--- src/rtl/bomb_scheduler_pkg.sv ---
// Shared types for the bomb scheduler: owner encoding, slot FSM states and
// the default coordinate width.
package momentum_pkg;
  typedef enum logic {OWNER_RED = 1'b0, OWNER_BLUE = 1'b1} owner_t;
  typedef enum logic [1:0] {IDLE, ARMED, PENDING, COOLDOWN} slot_state_t;
  localparam int POS_W = 6;
endpackage

--- src/rtl/bomb_scheduler_if.sv ---
// Explode channel between the bomb scheduler (master) and the stun detector
// (slave). Payload is held stable while explode_valid waits for explode_ready.
interface bomb_scheduler_if import momentum_pkg::*; #(
  parameter int POS_W = momentum_pkg::POS_W
) ();
  logic             explode_valid;
  logic             explode_ready;
  owner_t           explode_owner;
  logic [POS_W-1:0] explode_x;
  logic [POS_W-1:0] explode_y;
  logic             bomb_exploded;

  modport master (output explode_valid, explode_owner, explode_x, explode_y,
                  bomb_exploded, input explode_ready);
  modport slave  (input explode_valid, explode_owner, explode_x, explode_y,
                  bomb_exploded, output explode_ready);
endinterface

--- src/rtl/bomb_scheduler_slot.sv ---
// One player's bomb: placement latch, fuse countdown, pending request and
// cooldown. Counters only decrement while nonzero, so they never wrap.
module bomb_slot import momentum_pkg::*; #(
  parameter int FUSE_TICKS     = 150000000,
  parameter int COOLDOWN_TICKS = 100000000,
  parameter int CNT_W          = 28,
  parameter int POS_W          = momentum_pkg::POS_W
) (
  input  logic             clk,
  input  logic             resetn,
  input  logic             place_req,
  input  logic [POS_W-1:0] pos_x,
  input  logic [POS_W-1:0] pos_y,
  input  logic             grant,
  input  logic             chain_trigger,
  output logic             place_ack,
  output logic             active,
  output logic             pend_req,
  output logic [POS_W-1:0] bomb_x,
  output logic [POS_W-1:0] bomb_y
);
  localparam logic [CNT_W-1:0] FUSE_LOAD = CNT_W'(FUSE_TICKS - 1);
  localparam logic [CNT_W-1:0] COOL_LOAD = CNT_W'(COOLDOWN_TICKS - 1);

  slot_state_t      state, stateNext;
  logic [CNT_W-1:0] cnt, cntNext;
  logic             accept;

  // State register
  always_ff @(posedge clk) begin
    if (!resetn) state <= IDLE;
    else         state <= stateNext;
  end

  // Next state, counter update and acceptance decode
  always_comb begin
    stateNext = state;
    cntNext   = (cnt != '0) ? cnt - 1'b1 : cnt;
    accept    = 1'b0;
    case (state)
      IDLE: begin
        if (place_req) begin
          accept    = 1'b1;
          stateNext = ARMED;
          cntNext   = FUSE_LOAD;
        end
      end
      ARMED: begin
        // A neighbouring blast cuts the fuse short.
        if (chain_trigger) begin
          stateNext = PENDING;
          cntNext   = '0;
        end else if (cnt == '0) begin
          stateNext = PENDING;
        end
      end
      PENDING: begin
        if (grant) begin
          stateNext = COOLDOWN;
          cntNext   = COOL_LOAD;
        end
      end
      COOLDOWN: if (cnt == '0) stateNext = IDLE;
      default:  stateNext = IDLE;
    endcase
  end

  // Counter, ack pulse and position latch (held through cooldown)
  always_ff @(posedge clk) begin
    if (!resetn) begin
      cnt       <= '0;
      place_ack <= 1'b0;
      bomb_x    <= '0;
      bomb_y    <= '0;
    end else begin
      cnt       <= cntNext;
      place_ack <= accept;
      if (accept) begin
        bomb_x <= pos_x;
        bomb_y <= pos_y;
      end
    end
  end

  assign active   = (state == ARMED) || (state == PENDING);
  assign pend_req = (state == PENDING);
endmodule

--- src/rtl/bomb_scheduler.sv ---
// Bomb scheduler top: two bomb slots (index 0 = red, 1 = blue) feeding a
// round-robin arbiter whose output register drives the single explode channel.
// Optional chain detonation is enabled with the BOMB_CHAIN_EN macro.
module bomb_scheduler import momentum_pkg::*; #(
  parameter int FUSE_TICKS     = 150000000,
  parameter int COOLDOWN_TICKS = 100000000,
  parameter int CNT_W          = 28,
  parameter int POS_W          = momentum_pkg::POS_W
) (
  input  logic             clk,
  input  logic             resetn,
  input  logic             red_place_req,
  input  logic [POS_W-1:0] red_pos_x,
  input  logic [POS_W-1:0] red_pos_y,
  input  logic             blue_place_req,
  input  logic [POS_W-1:0] blue_pos_x,
  input  logic [POS_W-1:0] blue_pos_y,
  output logic             red_place_ack,
  output logic             blue_place_ack,
  output logic             red_bomb_active,
  output logic             blue_bomb_active,
  output logic [POS_W-1:0] red_bomb_x,
  output logic [POS_W-1:0] red_bomb_y,
  output logic [POS_W-1:0] blue_bomb_x,
  output logic [POS_W-1:0] blue_bomb_y,
  bomb_scheduler_if.master ex
);
  logic [1:0]            placeReq, placeAck, active, pend, grant, chainTrig;
  logic [1:0][POS_W-1:0] posX, posY, slotX, slotY;
  owner_t                lastOwner;
  logic                  hs, winBlue;

  assign placeReq = {blue_place_req, red_place_req};
  assign posX     = {blue_pos_x, red_pos_x};
  assign posY     = {blue_pos_y, red_pos_y};

  assign red_place_ack    = placeAck[0];
  assign blue_place_ack   = placeAck[1];
  assign red_bomb_active  = active[0];
  assign blue_bomb_active = active[1];
  assign red_bomb_x       = slotX[0];
  assign red_bomb_y       = slotY[0];
  assign blue_bomb_x      = slotX[1];
  assign blue_bomb_y      = slotY[1];

  assign hs    = ex.explode_valid & ex.explode_ready;
  assign grant = !hs ? 2'b00 : (ex.explode_owner == OWNER_BLUE) ? 2'b10 : 2'b01;

  generate
    for (genvar i = 0; i < 2; i++) begin : g_slot
      bomb_slot #(
        .FUSE_TICKS(FUSE_TICKS), .COOLDOWN_TICKS(COOLDOWN_TICKS),
        .CNT_W(CNT_W), .POS_W(POS_W)
      ) u_slot (
        .clk(clk), .resetn(resetn),
        .place_req(placeReq[i]), .pos_x(posX[i]), .pos_y(posY[i]),
        .grant(grant[i]), .chain_trigger(chainTrig[i]),
        .place_ack(placeAck[i]), .active(active[i]), .pend_req(pend[i]),
        .bomb_x(slotX[i]), .bomb_y(slotY[i])
      );
`ifdef BOMB_CHAIN_EN
      // One extra bit keeps the difference signed, so 0 and 63 are far apart.
      localparam logic signed [POS_W:0] ONE = 1;
      logic signed [POS_W:0] dx, dy;
      assign dx = $signed({1'b0, slotX[i]}) - $signed({1'b0, ex.explode_x});
      assign dy = $signed({1'b0, slotY[i]}) - $signed({1'b0, ex.explode_y});
      assign chainTrig[i] = hs && (dx >= -ONE) && (dx <= ONE) &&
                            (dy >= -ONE) && (dy <= ONE);
`else
      assign chainTrig[i] = 1'b0;
`endif
    end
  endgenerate

  // Tie goes to whoever did not explode last
  always_comb begin
    winBlue = (pend == 2'b11) ? (lastOwner == OWNER_RED) : pend[1];
  end

  // Explode output register: hold until handshake, never load on a handshake edge
  always_ff @(posedge clk) begin
    if (!resetn) begin
      ex.explode_valid <= 1'b0;
      ex.explode_owner <= OWNER_RED;
      ex.explode_x     <= '0;
      ex.explode_y     <= '0;
      ex.bomb_exploded <= 1'b0;
      lastOwner        <= OWNER_BLUE;
    end else begin
      ex.bomb_exploded <= 1'b0;
      if (hs) begin
        ex.explode_valid <= 1'b0;
        ex.bomb_exploded <= 1'b1;
        lastOwner        <= ex.explode_owner;
      end else if (!ex.explode_valid && (pend != 2'b00)) begin
        ex.explode_valid <= 1'b1;
        ex.explode_owner <= winBlue ? OWNER_BLUE : OWNER_RED;
        ex.explode_x     <= slotX[winBlue];
        ex.explode_y     <= slotY[winBlue];
      end
    end
  end
endmodule

--- src/flat_wrapper.sv ---
// flat-port wrapper written by rule: the top's interface ports become plain ports
module bomb_scheduler_flat import momentum_pkg::*;
#(
  parameter int FUSE_TICKS     = 150000000,
  parameter int COOLDOWN_TICKS = 100000000,
  parameter int CNT_W          = 28,
  parameter int POS_W          = momentum_pkg::POS_W
)
  (clk, resetn, red_place_req, red_pos_x, red_pos_y, blue_place_req, blue_pos_x, blue_pos_y, red_place_ack, blue_place_ack, red_bomb_active, blue_bomb_active, red_bomb_x, red_bomb_y, blue_bomb_x, blue_bomb_y, ex_explode_valid, ex_explode_owner, ex_explode_x, ex_explode_y, ex_bomb_exploded, ex_explode_ready);
  bomb_scheduler_if #(.POS_W(POS_W)) ex_i ();
  input  logic clk;
  input  logic resetn;
  input  logic red_place_req;
  input  logic [POS_W-1:0] red_pos_x;
  input  logic [POS_W-1:0] red_pos_y;
  input  logic blue_place_req;
  input  logic [POS_W-1:0] blue_pos_x;
  input  logic [POS_W-1:0] blue_pos_y;
  output logic red_place_ack;
  output logic blue_place_ack;
  output logic red_bomb_active;
  output logic blue_bomb_active;
  output logic [POS_W-1:0] red_bomb_x;
  output logic [POS_W-1:0] red_bomb_y;
  output logic [POS_W-1:0] blue_bomb_x;
  output logic [POS_W-1:0] blue_bomb_y;
  output wire logic [$bits(ex_i.explode_valid)-1:0] ex_explode_valid;
  output wire logic [$bits(ex_i.explode_owner)-1:0] ex_explode_owner;
  output wire logic [$bits(ex_i.explode_x)-1:0] ex_explode_x;
  output wire logic [$bits(ex_i.explode_y)-1:0] ex_explode_y;
  output wire logic [$bits(ex_i.bomb_exploded)-1:0] ex_bomb_exploded;
  input wire logic [$bits(ex_i.explode_ready)-1:0] ex_explode_ready;
  assign ex_explode_valid = ex_i.explode_valid;
  assign ex_explode_owner = ex_i.explode_owner;
  assign ex_explode_x = ex_i.explode_x;
  assign ex_explode_y = ex_i.explode_y;
  assign ex_bomb_exploded = ex_i.bomb_exploded;
  assign ex_i.explode_ready = ex_explode_ready;
  bomb_scheduler #(.FUSE_TICKS(FUSE_TICKS), .COOLDOWN_TICKS(COOLDOWN_TICKS), .CNT_W(CNT_W), .POS_W(POS_W)) u_core (.clk(clk), .resetn(resetn), .red_place_req(red_place_req), .red_pos_x(red_pos_x), .red_pos_y(red_pos_y), .blue_place_req(blue_place_req), .blue_pos_x(blue_pos_x), .blue_pos_y(blue_pos_y), .red_place_ack(red_place_ack), .blue_place_ack(blue_place_ack), .red_bomb_active(red_bomb_active), .blue_bomb_active(blue_bomb_active), .red_bomb_x(red_bomb_x), .red_bomb_y(red_bomb_y), .blue_bomb_x(blue_bomb_x), .blue_bomb_y(blue_bomb_y), .ex(ex_i));
endmodule
--- config.mk ---
export PLATFORM = sky130hd
export DESIGN_NAME = bomb_scheduler_flat
export DESIGN_NICKNAME = d
export VERILOG_FILES = /design/src/rtl/bomb_scheduler_pkg.sv /design/src/rtl/bomb_scheduler_if.sv /design/src/rtl/bomb_scheduler_slot.sv /design/src/rtl/bomb_scheduler.sv /design/src/flat_wrapper.sv
export SDC_FILE = /design/constraint.sdc
export NUM_CORES = 1
export LEC_CHECK = 0
export ABC_AREA = 1
export CAP_MARGIN = 5
export CORE_MARGIN = 2
export CORE_UTILIZATION = 25
export DETAILED_ROUTE_END_ITERATION = 10
export GPL_TIMING_DRIVEN = 0
export SYNTH_ARGS = -nofsm -noshare
export SYNTH_HDL_FRONTEND = slang
export SYNTH_SLANG_ARGS = --single-unit
--- constraint.sdc ---
create_clock -name clk -period 4.7 [get_ports clk]
set_input_delay 1.41 -clock clk [delete_from_list [all_inputs] [get_ports clk]]
set_output_delay 1.41 -clock clk [all_outputs]
set_load 0.1 [all_outputs]
==> flow_summary.ini, run 1 <==
[status]
run_status = complete, no violations

[power_and_ir_drop]
p_total_uw = 5027
switchingPower_uw = 2750
switching_share = 0.5470
p_seq_frac = 0.272
combPwrFrac = 0.578
power_density_nw_per_um2 = 770.6
ir_worst_vdd_uv = 517.1
p_leak_uw = 0.002720
internal_power_uw = 2278
clock_power_share = 0.150

[drt]
first_iter_violations = 222
wire_per_inst_um = 13.49
ant_nets = 0
viasPerCell = 4.510
post-route-drc-count = 0
dr_total_vias = 4993
detail_route.first_pass.iterations = 4
routed_wl_um = 14930

[logic_synthesis]
syn_inst = 750
yosysUniqueCellTypes = 41
async_flop_share = 0
synth_enable_flop_cells = 0
synth_seq_area_share = 0.3937
synth-seq-cells = 102
syn_area_um2 = 5186
synthesis.nets = 791
avgSynthCellArea_um2 = 6.915
yosys_most_used_dff = dfxtp_1
ys_warn_count = 0

[flow_run]
maxCapViolations = 0

[worst_setup_path]
cp-start-kind = flop
cp-end-kind = output port
required_ns = 3.29
crit_family = buffers and inverters
cp_slowest_cell = clkdlybuf4s50_1
cp_cell_sequence = inv_1 -> ha_1 -> clkdlybuf4s50_1
cpPeakStageDelay_ns = 1.15
path_class = flop to output port
cp_max_fo = 4
critPathBufInv = 2
cp.arrival_ns = 2.29

[clocking]
root_buffer = clkbuf_16
post_cts.repair.setup_buffers = 0
clock-sinks = 102
clock_latency_ns = 0.36
cts_max_path_buffers = 2
cts_max_level = 3
cts_hold_buffers = 0
cts_buffers = 9
clk_pin_slew_worst_paths_ns = 0.08
cts_resized = 0
cts_tree = yes

[sta]
fmax_mhz = 270.4
drv_slew = 0
tns_ns = 0
tightest_slew_ns = 1.030
slew_headroom = 0.3109
post-route-period-util = 0.7869
finalSetupViolations = 0
fin_ws_ns = 1.002
rsz0062_at_grt = no
final_hold_viol_count = 0
fin_crit_ns = 3.698
skew_ns = 0.01162

[placement]
port-buffer-count = 71
gp_congestion = 0.8834
place_worst_setup_slack_ns = 1.369
dp_hpwl_um = 11450

[floorplanning]
die_area_um2 = 21910
dieHeight_um = 148.0
start_util = 0.2555
core_um2 = 20300
die_x_um = 148.0
ios = 72
rows = 52

[global_routing]
grt_pass1_vias = 4789
grt_util_met3 = 0.04167
grt_start_max_net_pins = 20
grtUsageTotal = 0.1391
antenna_found_initial = 0
grt.busiest_layer = met2
gr-usage-met2 = 0.2236
grt_first_pass_wirelength_um = 24230
grt_overflow = 0
use_met1 = 0.1761

[cells_and_area]
fin_nets = 873
syn2layout_area_growth_pct = 25.79
fillers = 2248
drive_gt1_frac = 0.06571
diodes = 0

[min_path]
hold_class = flop to flop
## sequential cells by signal (all words and copies together) (netlist names)
register	cells
u_core.g_slot.u_slot.cnt	56
u_core.ex.explode_valid	1
u_core.g_slot.u_slot.bomb_x	12
u_core.ex.bomb_exploded	1
u_core.ex.explode_owner	1
u_core.ex.explode_y	6
u_core.ex.explode_x	6
u_core.g_slot.u_slot.state	4
u_core.lastOwner	1
u_core.g_slot.u_slot.bomb_y	12
u_core.g_slot.u_slot.place_ack	2
## power groups by stage
stage	Sequential [uW]	Combinational (uW)	Clock, uW
floorplan	2240	1370	0
finish	1370	2910	752
global route	1400	3170	805
global placement	1380	2900	0
detailed placement	1380	2900	0
CTS	1370	2910	773
## routing by layer
layer | share of wire | vias up
met5 | 0 | -
met4 | 0.020 | 0
met3 | 0.068 | 20
met2 | 0.45 | 111
met1 | 0.46 | 2256
li1 | - | 2606
## worst reg2reg max path, delay by kind of cell, from the launching register on
family / cells / cell delay, ns
and+or+nand+nor: 4 / 0.51
DFF: 1 / 0.37
buffers and inverters: 2 / 0.33
adders and majority gates: 1 / 0.30
xor gates and xnor gates: 1 / 0.24
AOI/OAI and AO/OA: 1 / 0.09
## kinds of logic after synthesis
logic type / after synthesis / synth area share
xor gates and xnor gates: 25 / 0.04222
and+or+nand+nor: 401 / 0.3421
AOI/OAI and AO/OA: 123 / 0.1288
DFF: 102 / 0.3937
buffers and inverters: 87 / 0.06417
adders and majority gates: 12 / 0.02895
## path summary, 6_finish.rpt
path	start	endpoint	slack [ns]	depth (start not counted)
max	u_core.g_slot[0].u_slot.state[0]	red_bomb_active	1.00	3
min	u_core.lastOwner	u_core.lastOwner	0.48	2
max reg2reg	u_core.g_slot[0].u_slot.cnt[0]	u_core.g_slot[0].u_slot.cnt[12]	2.75	9
min reg2reg	u_core.lastOwner	u_core.lastOwner	0.48	2
## metrics by stage
| stage | std cells | hold WS [ns] | utilization | cell area [um2] |
|---|---|---|---|---|
| after floorplan | 750 | 0.4292 | - | 5186 |
| after global placement | 1091 | 0.4506 | 0.3071 | 6235 |
| after detailed placement | 1091 | 0.4537 | 0.3071 | 6235 |
| after CTS | 1107 | 0.4728 | 0.3214 | 6524 |
| after global routing | 1107 | 0.5179 | 0.3214 | 6524 |
| final | 1107 | 0.4837 | 0.3214 | 6524 |
## cell usage in the layout, fill, tap and decap left out, types with 2 or more instances in the layout
| cell type | Yosys | routed |
|---|---|---|
| nor2_1 | 163 | 163 |
| nand2_1 | 142 | 142 |
| dfxtp_1 | 102 | 102 |
| clkdlybuf4s50_1 | 0 | 71 |
| inv_1 | 63 | 63 |
| a21oi_1 | 43 | 43 |
| o21ai_0 | 43 | 43 |
| nand3_1 | 30 | 30 |
| a31oi_1 | 19 | 19 |
| clkbuf_1 | 14 | 14 |
| xor2_1 | 14 | 14 |
| nor2_2 | 13 | 13 |
| nor3_1 | 12 | 12 |
| nand4_1 | 12 | 12 |
| ha_1 | 12 | 12 |
| xnor2_1 | 11 | 11 |
| clkbuf_16 | 0 | 9 |
| o21ai_1 | 8 | 8 |
| nand3b_1 | 7 | 7 |
| nor2_4 | 5 | 5 |
| clkinv_1 | 4 | 4 |
| nand2_2 | 4 | 4 |
| a31o_2 | 3 | 3 |
| buf_2 | 3 | 3 |
| nand4_2 | 2 | 2 |
| nand2_4 | 2 | 2 |
| nor4_1 | 2 | 2 |
| or2_2 | 2 | 2 |
| clkinvlp_4 | 0 | 2 |
| inv_8 | 0 | 2 |
| inv_6 | 0 | 2 |
## synth_stat cells (all sizes together) (4+ instances only)
library cell | n | area share
ha | 12 | 0.029
xor2 | 14 | 0.024
clkbuf | 14 | 0.010
buf | 4 | 0.0036
nand3 | 30 | 0.029
dfxtp | 102 | 0.39
nor3 | 13 | 0.014
xnor2 | 11 | 0.019
nand2 | 148 | 0.11
nand4 | 14 | 0.019
a31oi | 19 | 0.023
inv | 65 | 0.048
nor2 | 182 | 0.15
nand3b | 7 | 0.010
o21ai | 51 | 0.049
clkinv | 4 | 0.0029
a21oi | 43 | 0.041
## cell type report
class                   instances  area, um2  share of cell area
inverters                      69      261.5             0.04008
plain buffers                  18      71.32             0.01093
well taps                     270      337.8             0.05178
flip-flops and latches        102       2042              0.3130
clock inverters                 7      63.81            0.009781
clock buffers                   9      225.2             0.03452
repair buffers                 71      710.7              0.1089
multi-input cells             561       2811              0.4310
(Power assumes the default switching activity.)
==> run 2: changes to the inputs <==
Clock period 4.7 ns to 3.82 ns, I/O delays scaled along.
==> results of run 2 <==
Same layout as run 1 (identical final DEF). Status: complete, no violations.
Among the figures that moved: setup slack after placement 1.369 ns -> 0.7532 ns; setup slack after layout 1.002 ns -> 0.3856 ns; register-to-register setup slack 2.75 ns -> 1.87 ns; total power 5027 uW -> 6185 uW; worst IR drop on VDD 517.1 uV -> 636.2 uV
